File: config.mk
export PLATFORM = sky130hd
export DESIGN_NAME = des_1_to_n_align
export DESIGN_NICKNAME = d
export VERILOG_FILES = /design/src/rtl/des_1_to_n_align.sv
export SDC_FILE = /design/constraint.sdc
export NUM_CORES = 1
export LEC_CHECK = 0
export ABC_AREA = 1
export BUFFER_PORTS_ARGS = -buffer_cell sky130_fd_sc_hd__buf_2
export CAP_MARGIN = 20
export CORE_MARGIN = 5
export CORE_UTILIZATION = 30
export DETAILED_ROUTE_END_ITERATION = 16
export PLACE_DENSITY = 0.58
export REMOVE_ABC_BUFFERS = 1
export SETUP_SLACK_MARGIN = 0.02
export SLEW_MARGIN = 25
export SYNTH_ARGS = -nofsm -noshare
export SYNTH_HDL_FRONTEND = slang
export SYNTH_SLANG_ARGS = --single-unit
File: constraint.sdc
create_clock -name i_clk -period 1.5 [get_ports i_clk]
set_input_delay 0.375 -clock i_clk [delete_from_list [all_inputs] [get_ports i_clk]]
set_output_delay 0.375 -clock i_clk [all_outputs]
set_load 0.02 [all_outputs]
File: src/rtl/des_1_to_n_align.sv
// des_1_to_n_align: 1:Ratio deserializer for Lanes lanes with manual bit-slip and pattern-based auto-alignment.
module des_1_to_n_align #(
  parameter int Ratio = 4,
  parameter int Lanes = 1,
  parameter logic [Ratio-1:0] Pattern = Ratio'((64'd1 << (Ratio / 2)) - 64'd1)
) (
  input  logic                     i_clk,
  input  logic                     i_rstb,
  input  logic                     i_en,
  input  logic [Lanes-1:0]         i_dat,
  input  logic                     i_slip,
  input  logic                     i_align_en,
  output logic [Lanes*Ratio-1:0]   o_dat,
  output logic                     o_vld,
  output logic                     o_lock,
  output logic                     o_fail
);
  localparam int CW = $clog2(Ratio);
  localparam int MW = $clog2(Ratio + 1);
  localparam logic [CW-1:0] LAST = CW'(Ratio - 1);
  typedef enum logic [1:0] {IDLE, SEARCH, LOCKED, FAILED} state_t;
  state_t state, state_nxt;
  logic [Lanes*Ratio-1:0] sr, word;
  logic [CW-1:0] cnt;
  logic [MW-1:0] miss, miss_nxt;
  logic slip_pend, slip_nxt, act_slip, emit;
  // word is both the next shift-register value and the candidate output word
  for (genvar g = 0; g < Lanes; g++) begin : g_lane
    assign word[g*Ratio +: Ratio] = {i_dat[g], sr[g*Ratio+1 +: Ratio-1]};
  end
  assign act_slip = (state == SEARCH) ? slip_pend : i_slip;
  assign emit = i_en && !act_slip && cnt == LAST;
  assign o_lock = state == LOCKED;
  assign o_fail = state == FAILED;
  always_comb begin
    state_nxt = state;
    miss_nxt = miss;
    slip_nxt = slip_pend && !i_en;
    if (!i_align_en) begin
      state_nxt = IDLE;
      miss_nxt = '0;
      slip_nxt = 1'b0;
    end else if (state == IDLE) begin
      state_nxt = SEARCH;
      miss_nxt = '0;
      slip_nxt = 1'b0;
    end else if (state == SEARCH && o_vld) begin
      if (o_dat[Ratio-1:0] == Pattern) begin
        state_nxt = LOCKED;
      end else if (miss == MW'(Ratio - 1)) begin
        state_nxt = FAILED;
        miss_nxt = MW'(Ratio);
      end else begin
        miss_nxt = miss + MW'(1);
        slip_nxt = 1'b1;
      end
    end
  end
  always_ff @(posedge i_clk) begin
    if (!i_rstb) begin
      state <= IDLE;
      miss <= '0;
      slip_pend <= 1'b0;
      sr <= '0;
      cnt <= '0;
      o_dat <= '0;
      o_vld <= 1'b0;
    end else begin
      state <= state_nxt;
      miss <= miss_nxt;
      slip_pend <= slip_nxt;
      o_vld <= emit;
      if (i_en) sr <= word;
      if (i_en && !act_slip) cnt <= (cnt == LAST) ? '0 : cnt + CW'(1);
      if (emit) o_dat <= word;
    end
  end
endmodule

==> results of run 1 <==
## per-layer routing
layer / routed length, µm / share of wire / global-route usage / vias to the layer above
met5: 0 / 0 / 0 / -
met4: 26 / 0.018 / 0.0475 / 0
met3: 55 / 0.038 / 0.0261 / 4
met2: 729 / 0.50 / 0.173 / 10
met1: 648 / 0.44 / 0.104 / 292
li1: - / - / - / 345
## cells by family after synthesis
kind of cell,after synthesis
AOI/OAI and AO/OA,10
buffers and inverters,15
DFF,16
and+or+nand+nor,55
adders and majority gates,4
## power by group through the flow
stage | Clock (mW) | Sequential [mW] | Combinational (mW)
2_1_floorplan | 0 | 0.457 | 0.0334
5_1_grt | 0.319 | 0.449 | 0.0654
3_3_place_gp | 0 | 0.456 | 0.0548
3_5_place_dp | 0 | 0.456 | 0.0565
6_report | 0.291 | 0.447 | 0.0552
4_1_cts | 0.304 | 0.447 | 0.0566
## how the worst min path moves through the flow
stage               start        end  slack, ns
2_1_floorplan     miss[1]    miss[1]       0.44
3_3_place_gp      miss[1]    miss[1]       0.47
3_5_place_dp    slip_pend  slip_pend       0.47
4_1_cts             i_dat      sr[3]       0.32
5_1_grt        i_align_en   state[0]       0.34
6_report            i_dat      sr[3]       0.33
## per-stage QoR
| stage | util | setup slack [ns] |
|---|---|---|
| floorplan | - | 0.406 |
| global placement | 0.343 | 0.357 |
| detailed placement | 0.343 | 0.331 |
| CTS | 0.358 | 0.0204 |
| global route | 0.361 | 0.0432 |
| finish | 0.361 | 0.129 |
## registers in the layout (all words and copies together) (netlist names)
name,count
cnt,2
miss,3
o_dat,4
o_vld,1
slip_pend,1
sr,3
state,2
## cell type report
cell class                 instances  area [µm²]  share of cell area
inverter                          14        52.6              0.0604
clock buffer                       4        36.3              0.0417
tap                               30        37.5              0.0432
sequential                        16         322               0.370
timing repair buffer              12        62.6              0.0719
multi-input combinational         69         359               0.413
## Yosys cell counts, drive strengths merged
| master | count | share of area |
|---|---|---|
| nor2 | 26 | 0.14 |
| nand2 | 19 | 0.11 |
| dfxtp | 16 | 0.43 |
| inv | 14 | 0.071 |
| a21oi | 5 | 0.034 |
| nand3 | 5 | 0.034 |
| o21ai | 5 | 0.034 |
| ha | 4 | 0.068 |
| nand4 | 2 | 0.037 |
| nor3 | 2 | 0.014 |
| buf | 1 | 0.010 |
| nand3b | 1 | 0.010 |
## timing repair
item	4_1_cts	5_1_grt
gates resized for setup	0	3
setup endpoints to repair	0	1
hold buffers	0	0
## tightest hold or removal path: stages
cell    delay, ns
buf_2        0.09
nor2_1       0.04
nor2_1       0.08
==> metrics.cfg, run 1 <==
[clock_network]
worstSkewPairLatency_ns=0.29
post-cts-setup-buffers=0
cts.htree.levels=1
cts_tree=yes
root_buffer=clkbuf_4
clk_path_buf_depth=2
cts_made_buffers=3
cts.sinks=16
clk_pin_slew_ns=0.10

[global_route]
grt_max_degree=12
grt_usage=0.0968
antenna_found_initial=0
grt_pass1_wl_mm=2.61
grt_pass1_vias=659
gr-total-overflow=0

[flow_run]
drv_cap=0

[routing]
wirelength_mm=1.46
final_antenna_net_count=0
viasPerCell=4.49
firstDrtPassIters=3
drc_errors=0
num_vias=651
drt_first_iter_violations=6
wl_per_cell_um=10.1

[pwr]
p_sw_frac=0.235
power_per_cell_area_nw_per_um2=911
cellLeakagePower_nw=0.406
p_clk_frac=0.367
combPwrFrac=0.070
ir_drop_mv=0.410
p_sw_mw=0.186
p_int_mw=0.607
power.total_mw=0.792
p_seq_frac=0.564

[critical_path]
r2r.worst_path.cells=5
crit_end=o_fail
critical_path_buf_inv_count=2
worstSetupPathType=reg -> out
rrSetupSlack_ns=0.29
crit_fanout=5
critPathMaxStageDelay_ns=0.43
worstPathRequired_ns=1.12
timing.rr.start=miss[0]
worstSetupEndpointType=output port
cp_slowest_cell=dfxtp_1
r2r_end=miss[0]
arrival_ns=1.00
critPathTopFamily=flip-flops
cp_cell_sequence=nand2_1 > inv_1 > buf_2
critical_path.startpoint_type=flop
startpoint=state[0]
cp_num_cells=3

[place]
place.gp.congestion=0.753
dp_cells=141
portBuffers=12
placed_cell_area_um2=827
dp_hpwl_mm=1.17

[min_path]
whs_path_depth=3
min_path_type=in -> reg

[synthesis]
synth.area.mux_share=0
synth_top_family_by_area=simple AND/OR/NAND/NOR gates
ys_types=16
synth-simple-area-share=0.348
yosysWarnings=0
synth_seq_cells=16
avgSynthCellArea_um2=7.37
synth-adder-area-share=0.0679
syn-instance-count=100
synth_area_um2=737
yosysSeqAreaShare=0.435
synthXorXnorAreaFrac=0
synth_compound_area_frac=0.0679

[final_layout]
drive_gt1_frac=0.191
final_common_cell=nor2_1
final_area_um2=870
fillers=270
nets=126
areaGrowthSynthToFinish_pct=18.0
antenna_cells=0
layoutNonFillerInstCount=145
layout_common_cells=24 x nor2_1, 17 x nand2_1, 15 x dfxtp_1

[die]
io_pins=13
die-area_um2=3550
die_x_um=59.6
rows=18
core_area_um2=2410
die_height_um=59.6
start_util=0.306

[sta]
hold_slack_ns=0.331
finalCritPeriodShare=0.914
setup_viol=0
final_hold_viol_count=0
fmax_mhz=730
tightest_slew_ns=0.297
relSlewSlack=0.801
finClkSkew_ns=0.00402
finalMaxSlewViolations=0
rsz0062_at_grt=false
tns_ns=0
period_minus_slack_ns=1.37

[run_status]
status=complete, no violations

Note: power is estimated with default switching activity, not from simulation.
==> run 2, diff against run 1 <==
- PLACE_DENSITY: 0.58 -> default
==> metrics.cfg, run 2 (synthesis gave the netlist of run 1 again) <==
[die]
core_area_um2=2410  ; unchanged
die-area_um2=3550  ; unchanged
die_x_um=59.6  ; unchanged
start_util=0.306  ; unchanged
rows=18  ; unchanged
die_height_um=59.6  ; unchanged
io_pins=13  ; unchanged

[final_layout]
areaGrowthSynthToFinish_pct=16.0
nets=126  ; unchanged
drive_gt1_frac=0.175  ; -0.0159
fillers=271  ; +0.37%
multi_input_area_um2=359  ; unchanged
antenna_cells=0  ; unchanged
final_common_cell=nor2_1
largest_reg_flops=4  ; unchanged
layout_common_cells=24 x nor2_1, 17 x nand2_1, 16 x dfxtp_1
fin_util=0.355  ; -0.00623
regArea_um2=320  ; -0.39%
reg_top3=o_dat (4), miss (3), sr (3)
top_register=o_dat

[global_route]
grt_max_degree=12  ; unchanged
grt_pass1_wl_mm=2.50  ; -4.3%
antenna_found_initial=0  ; unchanged
grt_usage=0.0924  ; -0.00446
gr-total-overflow=0  ; unchanged
grt_pass1_vias=626  ; -5.0%

[sta]
finalMaxSlewViolations=0  ; unchanged
post-route-worst-setup-slack_ns=0.120  ; -0.00925 ns
period_minus_slack_ns=1.38  ; +0.00925 ns
tightest_slew_ns=0.310  ; +0.0126 ns
tns_ns=0  ; unchanged
finClkSkew_ns=0.00174  ; -0.00227 ns
fmax_mhz=725  ; -0.67%
finalCritPeriodShare=0.920  ; +0.00617
relSlewSlack=0.793  ; -0.00846
final_hold_viol_count=0  ; unchanged
hold_slack_ns=0.341  ; +0.0103 ns
setup_viol=0  ; unchanged
rsz0062_at_grt=false

[routing]
viasPerCell=4.44  ; -1.2%
firstDrtPassIters=4  ; +1
final_antenna_net_count=0  ; unchanged
wl_per_cell_um=9.72  ; -3.4%
drt_first_iter_violations=4  ; -2
wirelength_mm=1.40  ; -4.0%
drc_errors=0  ; unchanged
num_vias=639  ; -1.8%

[critical_path]
crit_end=o_lock
worstSetupPathType=reg -> out
worstPathRequired_ns=1.12  ; about the same
cp_slowest_cell=dfxtp_1
critPathMaxStageDelay_ns=0.36  ; -0.07 ns
r2r.worst_path.cells=5  ; unchanged
crit_fanout=4  ; -1
arrival_ns=1.00  ; about the same
rrSetupSlack_ns=0.33  ; +0.04 ns
critical_path_buf_inv_count=2  ; unchanged
worstSetupEndpointType=output port
cp_num_cells=3  ; unchanged
timing.rr.start=miss[0]
cp_cell_sequence=inv_1 > nor2_2 > buf_4
critical_path.startpoint_type=flop
r2r_end=miss[1]
critPathTopFamily=flip-flops
startpoint=state[1]

[pwr]
cellLeakagePower_nw=0.399  ; -1.9%
power_per_cell_area_nw_per_um2=834  ; -8.5%
ir_drop_mv=0.532  ; +30%

[flow_run]
drv_cap=0  ; unchanged

[clock_network]
clk_path_buf_depth=2  ; unchanged
cts.sinks=16  ; unchanged
cts.htree.levels=1  ; unchanged
cts_tree=yes
worstSkewPairLatency_ns=0.27  ; -0.02 ns
clk_pin_slew_ns=0.08  ; -0.02 ns
cts_made_buffers=3  ; unchanged
cts_hold_buf=0  ; unchanged
root_buffer=clkbuf_4

[run_status]
status=complete, no violations

[place]
portBuffers=12  ; unchanged
place.gp.congestion=0.788  ; +4.6%
pre_cts_slack_ns=0.335  ; +0.00443 ns
dp_hpwl_mm=1.14  ; -1.8%

[min_path]
whs_path_depth=3  ; unchanged
min_path_type=in -> reg

run 2: changes by cell type in the layout (fill, tap and decap cells not counted), sizes merged:
cell / before / now
clkbuf: 4 / 3
run 2: cell type report:
class / instances / share of cell area
clock buffers: 3 / 0.0264
multi-input cells: 69 / 0.420
repair buffers: 12 / 0.0732
well taps: 30 / 0.0439
flip-flops and latches: 16 / 0.375
inverters: 14 / 0.0615
run 2: routing by layer:
metal	track usage	up-vias	routed length, µm
met3	0.0349	4	54
li1	-	343	-
met4	0.0443	0	20
met2	0.151	10	698
met5	0	-	0
met1	0.105	282	626
run 2: worst min path at each step:
stage                           from        end  slack [ns]
final                          i_dat      sr[3]        0.34
after global routing      i_align_en   state[0]        0.36
after CTS                      i_dat      sr[3]        0.33
after detailed placement     miss[1]    miss[1]        0.47
after global placement     slip_pend  slip_pend        0.46
after floorplan              miss[1]    miss[1]        0.44
run 2: timing repair:
action                                  in CTS  in global routing
endpoints found under the setup margin       0                  1
setup buffers                                0                  0
resized for setup                            0                  2
run 2: stage by stage:
| stage | std cells | power (mW) | instance area [µm²] |
|---|---|---|---|
| finish | 144 | 0.712 | 855 |
| global placement | 141 | 0.510 | 827 |
| detailed placement | 141 | 0.513 | 827 |
| CTS | 144 | 0.729 | 850 |
| global route | 144 | 0.763 | 855 |
| floorplan | 99 | 0.490 | 729 |
run 2: power breakdown:
| part | internal [mW] | switching [mW] | leakage (nW) | total [mW] |
|---|---|---|---|---|
| Sequential | 0.437 | 0.00970 | 0.130 | 0.447 |
| Clock | 0.0929 | 0.117 | 0.0138 | 0.210 |
| Combinational | 0.0209 | 0.0343 | 0.254 | 0.0552 |
run 2: worst register-to-register path, stage by stage (launching register included):
cell	delay (ns)
dfxtp_1	0.34
ha_1	0.22
ha_1	0.21
nor2_1	0.11
nand3_1	0.08
a21oi_1	0.15
==> run 3, diff against run 2 <==
==> constraint.sdc (replaced) <==
create_clock -name i_clk -period 1.5 [get_ports i_clk]
set_input_delay 0.15 -clock i_clk [delete_from_list [all_inputs] [get_ports i_clk]]
set_output_delay 0.15 -clock i_clk [all_outputs]
set_load 0.02 [all_outputs]
==> metrics.cfg, run 3 (synthesis gave the netlist of run 1 again) <==
[final_layout]
top_register=o_dat
nets=126  ; unchanged
layout_common_cells=25 x nor2_1, 17 x nand2_1, 16 x dfxtp_1
multi_input_area_um2=357  ; -0.70%
drive_gt1_frac=0.174  ; -0.00153
reg_top3=o_dat (4), miss (3), sr (3)
fillers=270  ; -0.37%
final_common_cell=nor2_1
areaGrowthSynthToFinish_pct=17.1
regArea_um2=320  ; unchanged
largest_reg_flops=4  ; unchanged
final_area_um2=863  ; +1.0%
antenna_cells=0  ; unchanged

[min_path]
min_path_type=in -> reg
whs_path_depth=3  ; unchanged

[run_status]
status=complete, no violations

[place]
dp_hpwl_mm=1.14  ; -0.27%
pre_cts_slack_ns=0.365  ; +0.0301 ns
placed_cell_area_um2=827  ; unchanged
portBuffers=12  ; unchanged
place.gp.congestion=0.712  ; -9.6%

[sta]
finalCritPeriodShare=0.803  ; -0.117
rsz0062_at_grt=false
relSlewSlack=0.791  ; -0.00158
post-route-worst-setup-slack_ns=0.296  ; +0.176 ns
setup_viol=0  ; unchanged
period_minus_slack_ns=1.20  ; -0.176 ns
tns_ns=0  ; unchanged
tightest_slew_ns=0.312  ; +0.00236 ns
fmax_mhz=831  ; +15%
final_hold_viol_count=0  ; unchanged
finClkSkew_ns=0.0100  ; +0.00827 ns
hold_slack_ns=0.112  ; -0.229 ns
finalMaxSlewViolations=0  ; unchanged

[routing]
wirelength_mm=1.44  ; +2.6%
viasPerCell=4.48  ; +0.86%
wl_per_cell_um=9.91  ; +1.9%
firstDrtPassIters=4  ; unchanged
drc_errors=0  ; unchanged
num_vias=649  ; +1.6%
final_antenna_net_count=0  ; unchanged
drt_first_iter_violations=3  ; -1

[clock_network]
cts_made_buffers=3  ; unchanged
cts_hold_buf=0  ; unchanged
cts_resized=0  ; unchanged
worstSkewPairLatency_ns=0.29  ; +0.02 ns
clk_pin_slew_ns=0.10  ; +0.02 ns
root_buffer=clkbuf_4
cts_tree=yes
post-cts-setup-buffers=0  ; unchanged
cts.htree.levels=1  ; unchanged
cts.sinks=16  ; unchanged
clk_path_buf_depth=2  ; unchanged

[critical_path]
rrSetupSlack_ns=0.36  ; +0.03 ns
r2r_end=miss[1]
critical_path.startpoint_type=flop
worstSetupPathType=reg -> out
startpoint=state[1]
arrival_ns=1.05  ; +0.05 ns
crit_end=o_lock
crit_fanout=4  ; unchanged
timing.rr.start=miss[0]
r2r.worst_path.cells=5  ; unchanged
worstSetupEndpointType=output port
worstPathRequired_ns=1.35  ; +0.23 ns

[global_route]
grt_usage=0.0956  ; +0.00325
grt_max_degree=12  ; unchanged
grt_pass1_vias=661  ; +5.6%
gr-total-overflow=0  ; unchanged
antenna_found_initial=0  ; unchanged
grt_pass1_wl_mm=2.56  ; +2.5%

[pwr]
power.total_mw=0.793  ; +11%
power_per_cell_area_nw_per_um2=919  ; +10%
ir_drop_mv=0.561  ; +5.3%
cellLeakagePower_nw=0.406  ; +2.0%

[die]
io_pins=13  ; unchanged
start_util=0.306  ; unchanged
die_x_um=59.6  ; unchanged
core_area_um2=2410  ; unchanged
die-area_um2=3550  ; unchanged
rows=18  ; unchanged
die_height_um=59.6  ; unchanged

[flow_run]
drv_cap=0  ; unchanged

==> run 3: routing by layer <==
metal  global-route usage  wire (µm)  vias up
met2                0.175        723       12
met3               0.0261         39        4
met1               0.0988        652      292
met5                    0          0        -
li1                     -          -      341
met4               0.0475         23        0
==> run 3: how the worst min path moves through the flow <==
| stage | slack, ns | from | end |
|---|---|---|---|
| 3_3_place_gp | 0.40 | i_dat | sr[3] |
| 5_1_grt | 0.13 | i_dat | sr[3] |
| 3_5_place_dp | 0.42 | i_dat | sr[3] |
| 4_1_cts | 0.11 | i_align_en | state[0] |
| 2_1_floorplan | 0.26 | i_rstb | o_vld |
| 6_report | 0.11 | i_dat | sr[3] |
==> run 3: layout make-up <==
type | count | area share
multi-input combinational | 69 | 0.413
clock buffer | 4 | 0.0420
tap | 30 | 0.0435
sequential | 16 | 0.371
inverter | 14 | 0.0609
timing repair buffer | 12 | 0.0696
==> run 3: critical path: stages, from the launching register on <==
cell and delay (ns):
dfxtp_1 0.37, inv_1 0.09, nor2_1 0.12, buf_2 0.18
==> run 3: where the power goes <==
group / switching [mW] / internal (mW)
registers: 0.00884 / 0.438
clock network: 0.143 / 0.148
logic: 0.0349 / 0.0209
total: 0.187 / 0.606
==> run 3: stage by stage <==
| stage | cells | util |
|---|---|---|
| floorplan | 99 | - |
| global placement | 141 | 0.343 |
| detailed placement | 141 | 0.343 |
| CTS | 145 | 0.358 |
| global route | 145 | 0.358 |
| finish | 145 | 0.358 |
